### src/rtl/uart_tx_arbiter.sv
// uart_tx_arbiter
//   Round-robin scheduler sharing one UART transmitter among NUM_REQ byte
//   producers. One byte is accepted from the winning requester. That byte is
//   presented to the transmitter with a single-cycle send strobe. The next
//   grant is held off until the transmitter reports the frame as done.
//
//   Optional feature macro: UART_TX_ARB_WATCHDOG_EN
//     When defined, a TIMEOUT_W-bit watchdog aborts a frame that never
//     completes. It pulses timeout_o and drops the byte.
//
// Ports
//   clk_i        clock (shared with the transmitter)
//   rst_i        synchronous active-high reset
//   en_i         allow new grants (an in-flight frame always completes)
//   req_valid_i  per-requester byte valid
//   req_data_i   packed bytes, requester i at [i*DATA_UART +: DATA_UART]
//   req_ready_o  one-hot accept strobe (IDLE only)
//   grant_o      one-hot owner of the current frame, zero when idle
//   tx_data_o    byte to transmitter tx_data_i (held after the frame)
//   tx_send_o    one-cycle send strobe to transmitter tx_send_i
//   tx_busy_i    transmitter busy_o
//   tx_ready_i   transmitter tx_ready_o (one-cycle done pulse)
//   active_o     high whenever the scheduler is not idle
//   timeout_o    one-cycle watchdog pulse (tied low without the macro)
module uart_tx_arbiter #(
  parameter int unsigned NUM_REQ   = 4,
  parameter int unsigned DATA_UART = 8,
  parameter int unsigned TIMEOUT_W = 20
) (
  input  logic                           clk_i,
  input  logic                           rst_i,
  input  logic                           en_i,
  input  logic [NUM_REQ-1:0]             req_valid_i,
  input  logic [NUM_REQ*DATA_UART-1:0]   req_data_i,
  output logic [NUM_REQ-1:0]             req_ready_o,
  output logic [NUM_REQ-1:0]             grant_o,
  output logic [DATA_UART-1:0]           tx_data_o,
  output logic                           tx_send_o,
  input  logic                           tx_busy_i,
  input  logic                           tx_ready_i,
  output logic                           active_o,
  output logic                           timeout_o
);

  localparam int unsigned PTR_W = (NUM_REQ > 1) ? $clog2(NUM_REQ) : 1;

  typedef enum logic [1:0] {
    ST_IDLE,
    ST_SEND,
    ST_WAIT_BUSY,
    ST_WAIT_DONE
  } state_t;

  state_t                r_state;
  state_t                w_state_nxt;
  logic [PTR_W-1:0]      r_ptr;
  logic [NUM_REQ-1:0]    r_grant;
  logic [DATA_UART-1:0]  r_tx_data;

  logic                  w_found;
  logic                  w_accept;
  logic [PTR_W-1:0]      w_winner;
  logic [NUM_REQ-1:0]    w_winner_oh;
  logic [DATA_UART-1:0]  w_bytes [NUM_REQ];

`ifdef UART_TX_ARB_WATCHDOG_EN
  logic [TIMEOUT_W-1:0]  r_wd;
  logic                  w_timeout;
`endif

  for (genvar g = 0; g < NUM_REQ; g++) begin : g_bytes
    assign w_bytes[g] = req_data_i[g*DATA_UART +: DATA_UART];
  end

  // Rotating priority: the first pass covers indices at or above the pointer.
  // The second pass only runs when the first found nothing, so it naturally
  // covers the wrapped indices below the pointer.
  always_comb begin
    w_found  = 1'b0;
    w_winner = '0;
    for (int unsigned i = 0; i < NUM_REQ; i++) begin
      if (!w_found && (PTR_W'(i) >= r_ptr) && req_valid_i[PTR_W'(i)]) begin
        w_found  = 1'b1;
        w_winner = PTR_W'(i);
      end
    end
    for (int unsigned i = 0; i < NUM_REQ; i++) begin
      if (!w_found && req_valid_i[PTR_W'(i)]) begin
        w_found  = 1'b1;
        w_winner = PTR_W'(i);
      end
    end
  end

  assign w_winner_oh = NUM_REQ'(1) << w_winner;
  assign w_accept    = (r_state == ST_IDLE) && !rst_i && en_i && !tx_busy_i && w_found;
  assign req_ready_o = w_accept ? w_winner_oh : '0;

  always_comb begin
    w_state_nxt = r_state;
`ifdef UART_TX_ARB_WATCHDOG_EN
    w_timeout   = 1'b0;
`endif
    case (r_state)
      ST_IDLE:      if (w_accept) w_state_nxt = ST_SEND;
      ST_SEND:      w_state_nxt = ST_WAIT_BUSY;
      ST_WAIT_BUSY: begin
        // A done pulse may arrive before busy was ever observed.
        if (tx_ready_i)     w_state_nxt = ST_IDLE;
        else if (tx_busy_i) w_state_nxt = ST_WAIT_DONE;
      end
      ST_WAIT_DONE: if (tx_ready_i) w_state_nxt = ST_IDLE;
      default:      w_state_nxt = ST_IDLE;
    endcase
`ifdef UART_TX_ARB_WATCHDOG_EN
    // A genuine done in the same cycle takes precedence over the timeout.
    if (((r_state == ST_WAIT_BUSY) || (r_state == ST_WAIT_DONE)) &&
        (r_wd == '1) && !tx_ready_i && !rst_i) begin
      w_timeout   = 1'b1;
      w_state_nxt = ST_IDLE;
    end
`endif
  end

  always_ff @(posedge clk_i) begin
    if (rst_i) begin
      r_state   <= ST_IDLE;
      r_ptr     <= '0;
      r_grant   <= '0;
      r_tx_data <= '0;
    end else begin
      r_state <= w_state_nxt;
      if (w_accept) begin
        r_tx_data <= w_bytes[w_winner];
        r_grant   <= w_winner_oh;
        r_ptr     <= (w_winner == PTR_W'(NUM_REQ - 1)) ? '0 : w_winner + PTR_W'(1);
      end else if (w_state_nxt == ST_IDLE) begin
        r_grant <= '0;
      end
    end
  end

`ifdef UART_TX_ARB_WATCHDOG_EN
  always_ff @(posedge clk_i) begin
    if (rst_i || w_accept) begin
      r_wd <= '0;
    end else if ((r_state == ST_WAIT_BUSY) || (r_state == ST_WAIT_DONE)) begin
      r_wd <= r_wd + TIMEOUT_W'(1);
    end
  end
  assign timeout_o = w_timeout;
`else
  logic [TIMEOUT_W-1:0] w_unused_wd;
  assign w_unused_wd = '0;
  assign timeout_o   = 1'b0;
`endif

  assign grant_o   = r_grant;
  assign tx_data_o = r_tx_data;
  assign tx_send_o = (r_state == ST_SEND);
  assign active_o  = (r_state != ST_IDLE);

endmodule

### config.mk
export PLATFORM = sky130hd
export DESIGN_NAME = uart_tx_arbiter
export DESIGN_NICKNAME = d
export VERILOG_FILES = /design/src/rtl/uart_tx_arbiter.sv
export SDC_FILE = /design/constraint.sdc
export NUM_CORES = 1
export LEC_CHECK = 0
export ABC_AREA = 1
export CAP_MARGIN = 20
export CORE_AREA = 2 2 60 62
export DETAILED_ROUTE_END_ITERATION = 10
export DIE_AREA = 0 0 62 64
export PLACE_DENSITY = 0.75
export SLEW_MARGIN = 0
export SYNTH_ARGS = -nofsm -noshare
export SYNTH_HDL_FRONTEND = slang
export SYNTH_SLANG_ARGS = --single-unit
export TNS_END_PERCENT = 100
### constraint.sdc
create_clock -name clk_i -period 3.5 [get_ports clk_i]
set_clock_uncertainty 0.1 [all_clocks]
set_input_delay 1.05 -clock clk_i [delete_from_list [all_inputs] [get_ports clk_i]]
set_output_delay 1.05 -clock clk_i [all_outputs]
set_load 0.01 [all_outputs]
# Word level (Yosys, flattened, before mapping)
# Cells that the tools add are included.
[totals]
elab_cells = 71
regBits = 16
[op_classes]
n_eq_ne = 4
n_reduce_logical = 28
addsub = 1
n_bitwise = 1
muxes = 27
shift = 1
n_lt_le_gt_ge = 5
[op_table]
columns = ["cell", "count"]
rows = [
  ["$mux W2", 11],
  ["$bmux W8 S2", 1],
  ["$mux W8", 2],
  ["$logic_and A1 B1 Y1", 15],
  ["$mux W4", 3],
  ["$logic_not A1 Y1", 9],
  ["$mux W1", 9],
  ["$pmux W2 S4", 1],
  ["$eq A2 B2 Y1 const B", 3],
  ["$ge A1 B2 Y1 const A", 2],
  ["$ge A2 B2 Y1 const A", 2],
  ["$logic_not A2 Y1", 2],
  ["$reduce_bool A2 Y1", 2],
  ["$shl A1 B2 Y4 const A", 1],
  ["$ge A3 B3 Y1 const B", 1],
  ["$not A2 Y3", 1],
  ["$add A2 B1 Y2 const B", 1],
  ["$eq A2 B1 Y1 const B", 1],
]

# Logic depth before layout (Yosys ltp)
[depth]
word_depth = 33
mapped_depth = 12

# Worst setup path after synthesis
# Ideal clock, no wire load.
[synth_timing]
kind = "input port to output port"
start = "input port req_valid_i[1]"
end = "output port req_ready_o[0]"
arrival_time_ns = 2.085
required_ns = 2.350
stages = 10
setup_slack_ns = 0.265
cell_sequence = "nand2_1 -> nand2_2 -> nor2_4 -> nand3_4 -> nand2_8 -> buf_12 -> inv_1 -> ha_1 -> nand2_1 -> inv_1"
[synth_between]
elab_chain_len = 24
elab_cells_between_ends = 32
[synth_lines]
columns = ["element", "line", "source"]
rows = [
  ["start, declared", "33", "input logic [NUM_REQ-1:0] req_valid_i,"],
  ["$logic_and A1 B1 Y1", "82", "if (!w_found && (PTR_W'(i) >= r_ptr) && req_valid_i[PTR_W'(i)]) begin"],
  ["$mux W1", "82", ""],
  ["$logic_not A1 Y1", "82", ""],
  ["$logic_and A1 B1 Y1 (2 in a row)", "82", ""],
  ["$mux W1", "82", ""],
  ["$logic_not A1 Y1", "82", ""],
  ["$logic_and A1 B1 Y1 (2 in a row)", "82", ""],
  ["$mux W1", "82", ""],
  ["(+6 left out)", "--", ""],
  ["$logic_not A1 Y1", "88", "if (!w_found && req_valid_i[PTR_W'(i)]) begin"],
  ["$logic_and A1 B1 Y1", "88", ""],
  ["$mux W1", "88", ""],
  ["$logic_not A1 Y1", "88", ""],
  ["$logic_and A1 B1 Y1", "88", ""],
  ["$mux W2 or $mux W1 (tied branches)", "88", ""],
  ["$shl A1 B2 Y4 or $logic_and A1 B1 Y1 (tied branches)", "95, 96", ""],
  ["$mux W4 *", "97", "assign req_ready_o = w_accept ? w_winner_oh : '0;"],
  ["end, declared", "35", "output logic [NUM_REQ-1:0] req_ready_o,"],
]
# Mark *: on every way between the ends. The rest lies on a longest branch, timed or not.

# Worst setup path after layout
[layout_timing]
start = "input port req_valid_i[2]"
end = "output port req_ready_o[0]"
[layout_between]
elab_chain_len = 20
elab_cells_between_ends = 27
[layout_lines]
columns = ["element", "line"]
rows = [
  ["$logic_and A1 B1 Y1", "82"],
  ["$mux W1", "82"],
  ["$logic_not A1 Y1", "82"],
  ["$logic_and A1 B1 Y1 (2 in a row)", "82"],
  ["$mux W1", "82"],
  ["$logic_not A1 Y1", "88"],
  ["$logic_and A1 B1 Y1", "88"],
  ["$mux W1", "88"],
  ["(+3 left out)", "--"],
  ["$logic_not A1 Y1", "88"],
  ["$logic_and A1 B1 Y1", "88"],
  ["$mux W1", "88"],
  ["$logic_not A1 Y1", "88"],
  ["$logic_and A1 B1 Y1", "88"],
  ["$mux W2 or $mux W1 (tied branches)", "88"],
  ["$shl A1 B2 Y4 or $logic_and A1 B1 Y1 (tied branches)", "95, 96"],
  ["$mux W4 *", "97"],
]
# Marks and branches as above.

==> results.py <==
metrics = {
    "sta": {
        "max_freq_mhz": 294,
        "hold_viol": 0,
        "finalMaxSlewViolations": 0,
        "rsz0062_at_grt": "no",
        "fin_crit_sh": 0.973,
        "setup_ws_ns": 0.0959,
        "setup_violations": 0,
        "fin_crit_ns": 3.40,
    },
    "clock_network": {
        "cts_buffers": 3,
        "htreeDepth": 1,
        "hold_buffers": 0,
        "clock_latency_ns": 0.29,
        "cts_tree": "built",
        "cts.sinks": 16,
        "cts_buffer_depth": 2,
        "clk_pin_slew_ns": 0.10,
        "cts_root_buf": "clkbuf_4",
    },
    "logic_synthesis": {
        "synth_area_leaders": "dfxtp_1 (24%), nand2_1 (13%), inv_1 (11%), nand3_1 (8.7%), nand3_2 (7.6%)",
        "synth_top_area_frac": 0.242,
        "syn-num-nets": 246,
        "ys.flop_type": "dfxtp_1",
        "synthArstFlopShare": 0,
        "post-synth-top-area-cell": "dfxtp_1",
        "syn_inst": 201,
        "seq_area_frac_synth": 0.242,
        "synth_edf_count": 0,
        "synth_cell_types": 22,
        "synth_area_per_cell_um2": 6.58,
        "yosysMostFrequentCell": "nand2_1",
        "synth_area_um2": 1320,
        "synth_warnings": 0,
        "ys_ff_latch": 16,
        "ys_top_cells_by_count": "nand2_1 (46), inv_1 (39), nand3_1 (23), nor2_1 (23), dfxtp_1 (16)",
    },
    "power_and_ir_drop": {
        "p_total_mw": 0.542,
        "p_leak_nw": 1.15,
        "power_density_nw_per_um2": 248,
        "vdd_drop_max_uv": 129,
    },
    "cells_and_area": {
        "syn2layout_area_growth_pct": 65.3,
        "utilization": 0.666,
        "n_antenna_cell": 0,
        "drive_gt1_frac": 0.296,
        "nets": 337,
    },
    "grt": {
        "grt_pass1_wl_mm": 5.56,
        "antenna_found_initial": 0,
        "grt_util_all_layers": 0.184,
        "grt_max_degree": 18,
        "grt_pass1_vias": 1400,
        "grt-ovfl-total": 0,
    },
    "critical_path": {
        "path_cells": "clkbuf_2 -> nand2_2 -> nand2_4 -> nor2_4 -> nand4_1 -> nand2_4 -> buf_6 -> inv_6 -> ha_1 -> nand2_1 -> inv_1 -> buf_2",
        "rr_worst_depth": 24,
        "cp_max_fo": 4,
        "cp-end-kind": "output pin",
        "cp.required_ns": 2.35,
        "worst_path_largest_cell_delay_ns": 0.16,
        "path_depth": 12,
        "crit_path_start_kind": "input pin",
        "timing.critical_path.buf_inv": 5,
        "cp.arrival_ns": 2.25,
        "critPathSlowestCell": "ha_1",
        "path_common_cell": "nand2_4",
        "worstSetupPathType": "in2out",
        "cpLargestDelayFamily": "simple AND/OR/NAND/NOR gates",
    },
    "min_path": {
        "hold_class": "reg2reg",
        "hold_depth": 2,
    },
    "drt": {
        "wl_mm": 3.40,
        "ant_nets": 0,
        "via_per_inst": 4.43,
        "wl_per_cell_um": 10.1,
        "vias": 1492,
        "drc": 0,
        "dr.first_iter.drc_count": 35,
        "drt-pass1-iter-count": 4,
    },
    "floorplanning": {
        "core_um2": 3280,
        "die_area_um2": 3970,
        "die_x_um": 62,
        "fp.dieH_um": 64,
        "start_util": 0.403,
        "rows": 21,
        "io_pins": 60,
    },
    "status": {
        "outcome": "completed",
    },
    "placement": {
        "place.gp.congestion": 0.789,
        "port_buffers": 58,
        "dp_hpwl_mm": 2.45,
        "place_ws_ns": -0.540,
    },
    "job": {
        "drv_cap": 0,
    },
}
## stage by stage
step                cells  instance area (um^2)  TNS [ns]  hold slack [ns]
global route          337                  2190         0            0.402
floorplan             201                  1320         0            0.355
global placement      312                  1980     -1.92            0.353
finish                337                  2190         0            0.374
detailed placement    312                  1980     -2.07            0.358
CTS                   336                  2150   -0.0136            0.373
## final timing paths
check	from	endpoint	slack (ns)
setup / recovery	req_valid_i[2]	req_ready_o[0]	0.1
hold / removal	grant_o[3]	grant_o[3]	0.37
setup reg to reg	r_ptr[0]	grant_o[1]	0.50
hold reg to reg	grant_o[3]	grant_o[3]	0.37
## cells in the final DEF, fill, tap and decap left out, types with 6 or more instances in the layout
master and instances:
nand2_2 14, nand3_1 22, nand2_1 44, nor2_1 23
nand3_2 11, buf_4 35, dfxtp_1 16, inv_1 37
buf_2 6, clkdlybuf4s50_1 47
## worst min-delay path, delay by kind of cell (launching register included)
| family | cells | cell delay, ns |
|---|---|---|
| DFF | 1 | 0.32 |
| AOI/OAI and AO/OA | 1 | 0.05 |
| and+or+nand+nor | 1 | 0.06 |
## flip-flops by register name (all words and copies together) (netlist names)
| register | cells |
|---|---|
| r_ptr | 2 |
| grant_o | 4 |
| r_state | 2 |
| tx_data_o | 8 |
## cell type report
cell class                      instances  area, um^2
Clock buffer                            4        36.3
Fill cell                             296        1100
Inverter                               41         161
Multi-Input combinational cell        136         788
Sequential cell                        16         320
Tap cell                               46        57.6
Timing Repair Buffer                   94         822
## repair_timing
item                       CTS  global route
buffers inserted            20             1
gates cloned                 0             0
setup endpoints to repair    4             5
gates resized for setup     32            14
pin swaps                   11             8
## layer usage
metal	up-vias	wire length [um]	global-route usage
met5	-	0	0
met4	0	9	0.0239
met3	2	263	0.0688
met2	44	1820	0.341
met1	661	1310	0.193
li1	785	-	-
## kinds of logic after synthesis
kind of cell,share of synthesized area
other,0.00284
flip-flops,0.242
adder cells (fa/ha/maj),0.0378
buffers and inverters,0.188
AO/OA/AOI/OAI,0.0322
AND/OR/NAND/NOR,0.497
## report_power, final
| group | switching (mW) | leakage (nW) | internal, mW |
|---|---|---|---|
| Sequential | 0.00435 | 0.130 | 0.190 |
| Combinational | 0.104 | 1.00 | 0.119 |
| Clock | 0.0621 | 0.0210 | 0.0634 |
No activity file was read; power rests on OpenSTA's default activity.
